==> src/rtl/i2c_pkg.sv <==
`default_nettype none
// ============================================================================
//  Module      : i2c_pkg
//  Description : Shared definitions for the I2C slave byte engine: FSM state
//                encoding and bus-level constants for ACK/NACK and R/W.
//  Revision    : 1.0 - initial release
// ============================================================================
package i2c_pkg;

    // Protocol engine states. Explicit 3-bit encoding keeps the state
    // register width fixed regardless of tool enum handling.
    typedef enum logic [2:0] {
        ST_IDLE      = 3'd0,
        ST_ADDR      = 3'd1,
        ST_ADDR_ACK  = 3'd2,
        ST_WR_BYTE   = 3'd3,
        ST_WR_ACK    = 3'd4,
        ST_RD_BYTE   = 3'd5,
        ST_RD_ACK    = 3'd6,
        ST_WAIT_STOP = 3'd7
    } i2c_state_e;

    // SDA level seen during the acknowledge clock.
    localparam logic I2C_ACK     = 1'b0;
    localparam logic I2C_NACK    = 1'b1;

    // Value of the R/W bit that requests a read.
    localparam logic I2C_RW_READ = 1'b1;

endpackage : i2c_pkg
`default_nettype wire

==> src/rtl/i2c_sync_edge.sv <==
`default_nettype none
// ============================================================================
//  Module      : i2c_sync_edge
//  Description : Multi-flop synchroniser for one asynchronous input, with
//                single-cycle rise/fall pulses derived from the synchronised
//                level.
//  Ports       : clk, reset_n (async active-low)
//                async_i  - raw asynchronous input
//                sync_o   - synchronised level
//                rise_o   - one-cycle pulse on synchronised 0->1
//                fall_o   - one-cycle pulse on synchronised 1->0
//  Revision    : 1.0 - initial release
// ============================================================================
module i2c_sync_edge #(
    parameter int   STAGES    = 2,
    // Idle level of the input; chosen so that leaving reset with the line
    // at its idle level produces no spurious edge.
    parameter logic RESET_VAL = 1'b0
) (
    input  logic clk,
    input  logic reset_n,
    input  logic async_i,
    output logic sync_o,
    output logic rise_o,
    output logic fall_o
);

    logic [STAGES-1:0] sync_q;
    logic              prev_q;

    always_ff @(posedge clk or negedge reset_n) begin
        if (!reset_n) begin
            sync_q <= {STAGES{RESET_VAL}};
            prev_q <= RESET_VAL;
        end else begin
            sync_q <= {sync_q[STAGES-2:0], async_i};
            prev_q <= sync_q[STAGES-1];
        end
    end

    assign sync_o = sync_q[STAGES-1];
    assign rise_o =  sync_q[STAGES-1] & ~prev_q;
    assign fall_o = ~sync_q[STAGES-1] &  prev_q;

endmodule : i2c_sync_edge
`default_nettype wire

==> src/rtl/i2c_slave_byte_engine.sv <==
`default_nettype none
// ============================================================================
//  Module      : i2c_slave_byte_engine
//  Description : I2C slave protocol engine for the EEPROM slave. Deserialises
//                address/data bytes, matches the device address, drives ACK
//                and read data on SDA (open-drain), and exchanges bytes with
//                the storage logic through a valid/request interface.
//  Ports       : clk, reset_n (async active-low)
//                scl, sda                       - raw bus pads (async)
//                start_detected, stop_detected  - bus condition flags (async)
//                sda_oe   - 1 pulls SDA low
//                rx_data/rx_valid/rx_first      - received write bytes
//                tx_req/tx_data                 - read byte request/return
//                rw       - R/W bit of current transaction
//                busy     - addressed and transfer in progress
//  Revision    : 1.0 - initial release
// ============================================================================
module i2c_slave_byte_engine
    import i2c_pkg::*;
#(
    parameter logic [6:0] DEV_ADDR    = 7'h50,
    parameter int         SYNC_STAGES = 2
) (
    input  logic       clk,
    input  logic       reset_n,
    input  logic       scl,
    input  logic       sda,
    input  logic       start_detected,
    input  logic       stop_detected,
    output logic       sda_oe,
    output logic [7:0] rx_data,
    output logic       rx_valid,
    output logic       rx_first,
    output logic       tx_req,
    input  logic [7:0] tx_data,
    output logic       rw,
    output logic       busy
);

    // ------------------------------------------------------------------
    // Input synchronisers and edge pulses
    // ------------------------------------------------------------------
    logic w_scl_s, w_scl_rise, w_scl_fall;
    logic w_sda_s, w_sda_rise, w_sda_fall;
    logic w_start_s, w_start_p, w_start_fall;
    logic w_stop_s, w_stop_p, w_stop_fall;

    i2c_sync_edge #(.STAGES(SYNC_STAGES), .RESET_VAL(1'b1)) u_sync_scl (
        .clk(clk), .reset_n(reset_n), .async_i(scl),
        .sync_o(w_scl_s), .rise_o(w_scl_rise), .fall_o(w_scl_fall)
    );

    i2c_sync_edge #(.STAGES(SYNC_STAGES), .RESET_VAL(1'b1)) u_sync_sda (
        .clk(clk), .reset_n(reset_n), .async_i(sda),
        .sync_o(w_sda_s), .rise_o(w_sda_rise), .fall_o(w_sda_fall)
    );

    i2c_sync_edge #(.STAGES(SYNC_STAGES), .RESET_VAL(1'b0)) u_sync_start (
        .clk(clk), .reset_n(reset_n), .async_i(start_detected),
        .sync_o(w_start_s), .rise_o(w_start_p), .fall_o(w_start_fall)
    );

    i2c_sync_edge #(.STAGES(SYNC_STAGES), .RESET_VAL(1'b0)) u_sync_stop (
        .clk(clk), .reset_n(reset_n), .async_i(stop_detected),
        .sync_o(w_stop_s), .rise_o(w_stop_p), .fall_o(w_stop_fall)
    );

    // Levels and unused edges of the synchronisers are not needed here.
    logic w_unused;
    assign w_unused = ^{w_scl_s, w_sda_rise, w_sda_fall, w_start_s,
                        w_start_fall, w_stop_s, w_stop_fall};

    // ------------------------------------------------------------------
    // State
    // ------------------------------------------------------------------
    i2c_state_e state_q, state_d;
    logic [3:0] bit_cnt_q, bit_cnt_d;
    logic [7:0] shift_q, shift_d;
    logic       sda_oe_q, sda_oe_d;
    logic       rw_q, rw_d;
    logic       busy_q, busy_d;
    logic [7:0] rx_data_q, rx_data_d;
    logic       rx_valid_q, rx_valid_d;
    logic       rx_first_q, rx_first_d;
    logic       tx_req_q, tx_req_d;
    logic       first_q, first_d;    // next write byte is the word address
    logic       ack_ph_q, ack_ph_d;  // 0: ACK not yet driven, 1: ACK driven
    logic       load_q, load_d;      // tx_data capture one cycle after tx_req

    always_comb begin
        state_d    = state_q;
        bit_cnt_d  = bit_cnt_q;
        shift_d    = shift_q;
        sda_oe_d   = sda_oe_q;
        rw_d       = rw_q;
        busy_d     = busy_q;
        rx_data_d  = rx_data_q;
        rx_valid_d = 1'b0;
        rx_first_d = 1'b0;
        tx_req_d   = 1'b0;
        first_d    = first_q;
        ack_ph_d   = ack_ph_q;
        load_d     = tx_req_q;

        // Read byte arrives two cycles after the request pulse; SCL timing
        // guarantees this lands well before the first SCL fall in RD_BYTE.
        if (load_q) begin
            shift_d = tx_data;
        end

        case (state_q)
            ST_IDLE: begin
                sda_oe_d = 1'b0;
            end

            ST_ADDR: begin
                if (w_scl_rise) begin
                    shift_d = {shift_q[6:0], w_sda_s};
                    if (bit_cnt_q == 4'd7) begin
                        bit_cnt_d = 4'd0;
                        ack_ph_d  = 1'b0;
                        state_d   = ST_ADDR_ACK;
                    end else begin
                        bit_cnt_d = bit_cnt_q + 4'd1;
                    end
                end
            end

            ST_ADDR_ACK: begin
                if (shift_q[7:1] != DEV_ADDR) begin
                    state_d = ST_WAIT_STOP;
                end else if (w_scl_fall) begin
                    if (!ack_ph_q) begin
                        sda_oe_d  = 1'b1;
                        rw_d      = shift_q[0];
                        busy_d    = 1'b1;
                        first_d   = 1'b1;
                        bit_cnt_d = 4'd0;
                        if (shift_q[0] == I2C_RW_READ) begin
                            // The SCL fall that ends the ACK clock also
                            // presents the read MSB, so the read byte is
                            // requested now and RD_BYTE's first fall both
                            // releases the ACK and drives bit 7.
                            tx_req_d = 1'b1;
                            state_d  = ST_RD_BYTE;
                        end else begin
                            ack_ph_d = 1'b1;
                        end
                    end else begin
                        sda_oe_d = 1'b0;
                        ack_ph_d = 1'b0;
                        state_d  = ST_WR_BYTE;
                    end
                end
            end

            ST_WR_BYTE: begin
                if (w_scl_rise) begin
                    shift_d = {shift_q[6:0], w_sda_s};
                    if (bit_cnt_q == 4'd7) begin
                        rx_data_d  = {shift_q[6:0], w_sda_s};
                        rx_valid_d = 1'b1;
                        rx_first_d = first_q;
                        first_d    = 1'b0;
                        bit_cnt_d  = 4'd0;
                        ack_ph_d   = 1'b0;
                        state_d    = ST_WR_ACK;
                    end else begin
                        bit_cnt_d = bit_cnt_q + 4'd1;
                    end
                end
            end

            ST_WR_ACK: begin
                if (w_scl_fall) begin
                    if (!ack_ph_q) begin
                        sda_oe_d = 1'b1;
                        ack_ph_d = 1'b1;
                    end else begin
                        sda_oe_d = 1'b0;
                        ack_ph_d = 1'b0;
                        state_d  = ST_WR_BYTE;
                    end
                end
            end

            ST_RD_BYTE: begin
                if (w_scl_fall) begin
                    if (bit_cnt_q == 4'd8) begin
                        sda_oe_d  = 1'b0;
                        bit_cnt_d = 4'd0;
                        state_d   = ST_RD_ACK;
                    end else begin
                        sda_oe_d  = ~shift_q[7];
                        shift_d   = {shift_q[6:0], 1'b0};
                        bit_cnt_d = bit_cnt_q + 4'd1;
                    end
                end
            end

            ST_RD_ACK: begin
                if (w_scl_rise) begin
                    bit_cnt_d = 4'd0;
                    if (w_sda_s == I2C_ACK) begin
                        tx_req_d = 1'b1;
                        state_d  = ST_RD_BYTE;
                    end else begin
                        busy_d  = 1'b0;
                        state_d = ST_WAIT_STOP;
                    end
                end
            end

            ST_WAIT_STOP: begin
                sda_oe_d = 1'b0;
            end

            default: begin
                sda_oe_d = 1'b0;
                state_d  = ST_IDLE;
            end
        endcase

        // Bus conditions override everything; STOP is evaluated last so it
        // wins over a simultaneous START.
        if (w_start_p) begin
            state_d   = ST_ADDR;
            bit_cnt_d = 4'd0;
            busy_d    = 1'b0;
            sda_oe_d  = 1'b0;
            ack_ph_d  = 1'b0;
        end
        if (w_stop_p) begin
            state_d   = ST_IDLE;
            bit_cnt_d = 4'd0;
            busy_d    = 1'b0;
            sda_oe_d  = 1'b0;
            ack_ph_d  = 1'b0;
        end
    end

    always_ff @(posedge clk or negedge reset_n) begin
        if (!reset_n) begin
            state_q    <= ST_IDLE;
            bit_cnt_q  <= 4'd0;
            shift_q    <= 8'h00;
            sda_oe_q   <= 1'b0;
            rw_q       <= 1'b0;
            busy_q     <= 1'b0;
            rx_data_q  <= 8'h00;
            rx_valid_q <= 1'b0;
            rx_first_q <= 1'b0;
            tx_req_q   <= 1'b0;
            first_q    <= 1'b0;
            ack_ph_q   <= 1'b0;
            load_q     <= 1'b0;
        end else begin
            state_q    <= state_d;
            bit_cnt_q  <= bit_cnt_d;
            shift_q    <= shift_d;
            sda_oe_q   <= sda_oe_d;
            rw_q       <= rw_d;
            busy_q     <= busy_d;
            rx_data_q  <= rx_data_d;
            rx_valid_q <= rx_valid_d;
            rx_first_q <= rx_first_d;
            tx_req_q   <= tx_req_d;
            first_q    <= first_d;
            ack_ph_q   <= ack_ph_d;
            load_q     <= load_d;
        end
    end

    assign sda_oe   = sda_oe_q;
    assign rx_data  = rx_data_q;
    assign rx_valid = rx_valid_q;
    assign rx_first = rx_first_q;
    assign tx_req   = tx_req_q;
    assign rw       = rw_q;
    assign busy     = busy_q;

endmodule : i2c_slave_byte_engine
`default_nettype wire
==> config.mk <==
export PLATFORM = sky130hd
export DESIGN_NAME = i2c_slave_byte_engine
export DESIGN_NICKNAME = d
export VERILOG_FILES = /design/src/rtl/i2c_pkg.sv /design/src/rtl/i2c_sync_edge.sv /design/src/rtl/i2c_slave_byte_engine.sv
export SDC_FILE = /design/constraint.sdc
export NUM_CORES = 1
export LEC_CHECK = 0
export ABC_AREA = 1
export BUFFER_PORTS_ARGS = -buffer_cell sky130_fd_sc_hd__buf_2
export CORE_UTILIZATION = 62
export CTS_CLUSTER_DIAMETER = 40
export DETAILED_ROUTE_END_ITERATION = 10
export PLACE_DENSITY = 0.84
export SLEW_MARGIN = 20
export SYNTH_ARGS = -nofsm -noshare
export SYNTH_HDL_FRONTEND = slang
export SYNTH_SLANG_ARGS = --single-unit
==> constraint.sdc <==
create_clock -name clk -period 3.58 [get_ports clk]
set_input_delay 1.074 -clock clk [delete_from_list [all_inputs] [get_ports clk]]
set_output_delay 1.074 -clock clk [all_outputs]
set_load 0.1 [all_outputs]
# Word-level counts from Yosys, hierarchy flattened
# Index checks and enable logic that the tools add are counted.
# word_totals
ff_bits	43
in_bits	14
output_inout_bits	14
wordCells	154
# classes
n_addsub	1
eq_ne	32
muxes	73
bitwise	11
reduce_logical	17
# ops
op	count
3-bit two-way mux	15
4-bit two-way mux	10
4-bit by 1-bit != test with 1-bit output, second input constant	9
1-bit two-way mux	35
8-bit two-way mux	4
4-bit by 2-bit != test with 1-bit output, second input constant	6
3-bit one-hot mux with 6 select lines	1
6-bit AND reduction	3
4-bit one-hot mux with 4 select lines	1
8-bit one-hot mux with 2 select lines	1
3-bit equality test, second input constant	4
12-bit AND reduction	1
6-bit nonzero test	2
8-bit nonzero test	1
7-bit != test, second input constant	1
1-bit inverter	7
7-bit AND reduction	1
3-bit by 2-bit equality test with 1-bit output, second input constant	2
2-bit != test, second input constant	3
6-bit by 4-bit != test with 1-bit output, second input constant	1
1-bit one-hot mux with 2 select lines	3
3-bit AND reduction	2
5-bit by 2-bit != test with 1-bit output, second input constant	1
5-bit nonzero test	1
14 further kinds	19

# Depth between registers and ports, before layout
# depth
ltp_word	7
mapped_depth	12
mapped_depth_nobuf	12

# Modules after synthesis
# Synthesis repeated with hierarchy kept, for this count alone.
# hier_totals
hier_cells	284
hier_area_um2	2381.0
# by_module_without_submodules
module	n_inst	cells_per_inst	area_each_um2	seq_area_each_um2
i2c_slave_byte_engine	1	256	2013.2	800.8
i2c_sync_edge (u_sync_scl ...)	2	7	93.8	78.8
i2c_sync_edge (u_sync_start ...)	2	7	90.1	75.1

# Worst setup path before layout
# No wires, ideal clock.
# synth_timing
path_kind	flip-flop to output port
start	reg busy_q, in the netlist busy
end	out busy
arrival_ns	0.898
required_time_ns	2.506
setup_slack_ns	1.608
path_stages_with_launch	1
path_buffers	0
path_cell_list	dfrtp_1
# synth_lines
element	line	text
from (decl)	i2c_slave_byte_engine.sv:81	logic busy_q, busy_d;
from (signal assigned)	i2c_slave_byte_engine.sv:263	busy_q <= busy_d;
to (decl)	i2c_slave_byte_engine.sv:37	output logic busy
# No word-level cell between the ends.

# Worst setup path after layout
# layout_timing
start	reg rx_data_q[2], in the netlist rx_data[2]
end	out rx_data[2]
# layout_lines
element	line	text
from (decl)	i2c_slave_byte_engine.sv:82	logic [7:0] rx_data_q, rx_data_d;
from (signal assigned)	i2c_slave_byte_engine.sv:264	rx_data_q <= rx_data_d;
to (decl)	i2c_slave_byte_engine.sv:31	output logic [7:0] rx_data,
# No word-level cell between the ends.

==> flow_summary_export.csv <==
group,metric,value,unit
setup_path,cp_top_family,"buffers and inverters",
run,cap_violations,0,
clock_network,cts_buffer_depth,2,
logic_synthesis,synthesis.nets,312,
timing,final_max_slew_viol_count,0,
floorplanning,dieArea,4080,sq um
cells_and_area,diodes,0,
logic_synthesis,synth_cells,292,
timing,setup_viol,0,
timing,slew_headroom,0.388,
cells_and_area,drive_gt1_frac,0.258,
floorplanning,initial_core_util,0.648,
logic_synthesis,synth_area,2370,sq um
global_route,grt_max_degree,44,
cells_and_area,layout_common_cells,"84 x nand2_1, 38 x dfrtp_1, 27 x inv_1, 27 x buf_2, 22 x nand3_1",
floorplanning,io_pins,28,
setup_path,crit_type,"reg2out",
timing,hold_viol,0,
routing,drtAntennaViolNets,0,
global_route,antenna_found_initial,0,
setup_path,r2r_setup_slack,1730,ps
power_and_ir_drop,peakVddDrop,0.000412,V
cells_and_area,final_common_cell,"nand2_1",
clock_network,cts_setup_buffers,0,
hold_path,min_path_type,"reg2reg",
floorplanning,dieWidth,63.9,um
setup_path,slowest_delay,430,ps
logic_synthesis,yosysSeqAreaShare,0.456,
global_route,grt_pass1_vias,1858,
power_and_ir_drop,powerDensity,726,nW/um^2
routing,drc,0,
place,pre_cts_ws,1700,ps
routing,routed_wl,4870,um
clock_network,cts_hold_buf,0,
routing,vias,1985,
logic_synthesis,ys_seq_elements,43,
setup_path,worstPathRequired,2510,ps
cells_and_area,area.growth.synth_to_final,11.2,%
floorplanning,rows,22,
cells_and_area,multi_input_area,1100,sq um
cells_and_area,final_nets,341,
routing,vias_per_cell,5.36,
clock_network,ctsHtreeMaxLevel,2,
timing,tightestPinTransition,918,ps
power_and_ir_drop,leakage,1.37,nW
clock_network,clockRootBuffer,"clkbuf_8",
global_route,grt-ovfl-total,0,
timing,rsz0062_at_grt,"false",
timing,finalSetupTns,0,ps
setup_path,critPathBufInv,1,
logic_synthesis,synth_cell_type_count,31,
cells_and_area,register_area,1080,sq um
global_route,track_usage,0.278,
logic_synthesis,ys_warn_count,0,
clock_network,clkSinkCount,43,
routing,wl_per_cell,13.2,um
clock_network,cts_buffers,5,
place,place_congestion,0.933,
timing,fmax,461,MHz
setup_path,end_kind,"primary output",
logic_synthesis,syn_avg_cell_area,8.13,sq um
clock_network,ctsResizeCount,0,
floorplanning,die_y,63.9,um
routing,drtIter0Drc,146,
setup_path,critPathSlowestCell,"buf_2",
outcome,outcome,"completed",
timing,fin_crit_sh,0.605,
cells_and_area,n_fill_cell,278,
clock_network,clk_pin_slew,90,ps
floorplanning,core_region_area,3660,sq um
global_route,grt_pass1_wl,8550,um
setup_path,cp_cell_sequence,"buf_2",
setup_path,crit_arrival,1090,ps
clock_network,cts_tree,"done",
setup_path,crit_fanout,2,
place,io_buffers,27,
timing,skew,8.33,ps
place,dp_hpwl,3540,um
clock_network,clkLatencyLatePin,300,ps
timing,min_period,2170,ps
timing,fin_ws,1410,ps
routing,dr.pass1.iters,5,
setup_path,startpoint_type,"register",
-- state kept, by name (all words and copies together), names as in the netlist, 2 cells and up --
| name | count |
|---|---|
| bit_cnt_q | 4 |
| rx_data | 8 |
| shift_q | 8 |
| state_q | 3 |
| u_sync_scl.sync_q | 2 |
| u_sync_sda.sync_q | 2 |
| u_sync_start.sync_q | 2 |
| u_sync_stop.sync_q | 2 |
-- cell families after synthesis --
| family | count (synthesis) | synth area share |
|---|---|---|
| adders and majority gates | 6 | 0.0316 |
| AOI/OAI and AO/OA | 50 | 0.134 |
| and+or+nand+nor | 150 | 0.295 |
| DFF | 43 | 0.456 |
| buffers and inverters | 42 | 0.0796 |
| xor gates and xnor gates | 1 | 0.00369 |
-- power by group --
part	internal [W]	switching, W	total, W
combinational	0.000263	0.000605	0.000868
sequential	0.000574	0.0000867	0.000661
clock	0.000210	0.000177	0.000387
-- path summary, 6_finish.rpt --
kind | end | cells past startpoint | from
min in group asynchronous | bit_cnt_q[1] | 1 | reset_n
worst min register to register | u_sync_scl.sync_q[1] | 0 | u_sync_scl.sync_q[0]
worst min-delay path | u_sync_scl.sync_q[1] | 0 | u_sync_scl.sync_q[0]
worst max register to register | state_q[2] | 10 | state_q[1]
max in group asynchronous | load_q | 1 | reset_n
worst max-delay path | rx_data[2] | 1 | rx_data[2]
-- synthesized netlist by cell type (all sizes together) --
master	n	area share
nor3	1	0.0021
xor2	1	0.0037
buf	4	0.017
nand2	95	0.17
inv	37	0.061
dfrtp	38	0.40
ha	6	0.032
nor2	25	0.055
nand4	3	0.0079
and3	1	0.0026
clkbuf	1	0.0016
o31ai	1	0.0053
nand3	23	0.051
a21oi	7	0.015
nand3b	1	0.0032
nor3b	1	0.0032
o21ai	39	0.11
dfstp	5	0.055
a31oi	2	0.0053
o21bai	1	0.0032
-- per-layer routing --
metal | GRT usage | vias up | share of wire | wire length [um]
met5 | 0 | - | 0 | 0
met4 | 0.128 | 0 | 0.024 | 119
met3 | 0.0464 | 12 | 0.054 | 263
met2 | 0.436 | 84 | 0.48 | 2320
met1 | 0.375 | 891 | 0.44 | 2170
li1 | - | 998 | - | -
-- through the flow --
stage	hold WS, ps	total power (W)	area, sq um	cells	util
after global routing	360	0.00206	2640	370	0.721
after global placement	339	0.00150	2520	362	0.689
after detailed placement	343	0.00152	2520	362	0.689
after floorplan	331	0.00135	2370	292	-
after CTS	359	0.00191	2640	370	0.721
final	358	0.00192	2640	370	0.721
-- layout make-up --
type	count	share of cell area
multi-input cells	207	0.418
flip-flops and latches	43	0.410
inverters	37	0.0545
repair buffers	27	0.0512
clock buffers	5	0.0261
well taps	48	0.0228
clock inverters	3	0.0175
Power figures use the tool's default switching activity.
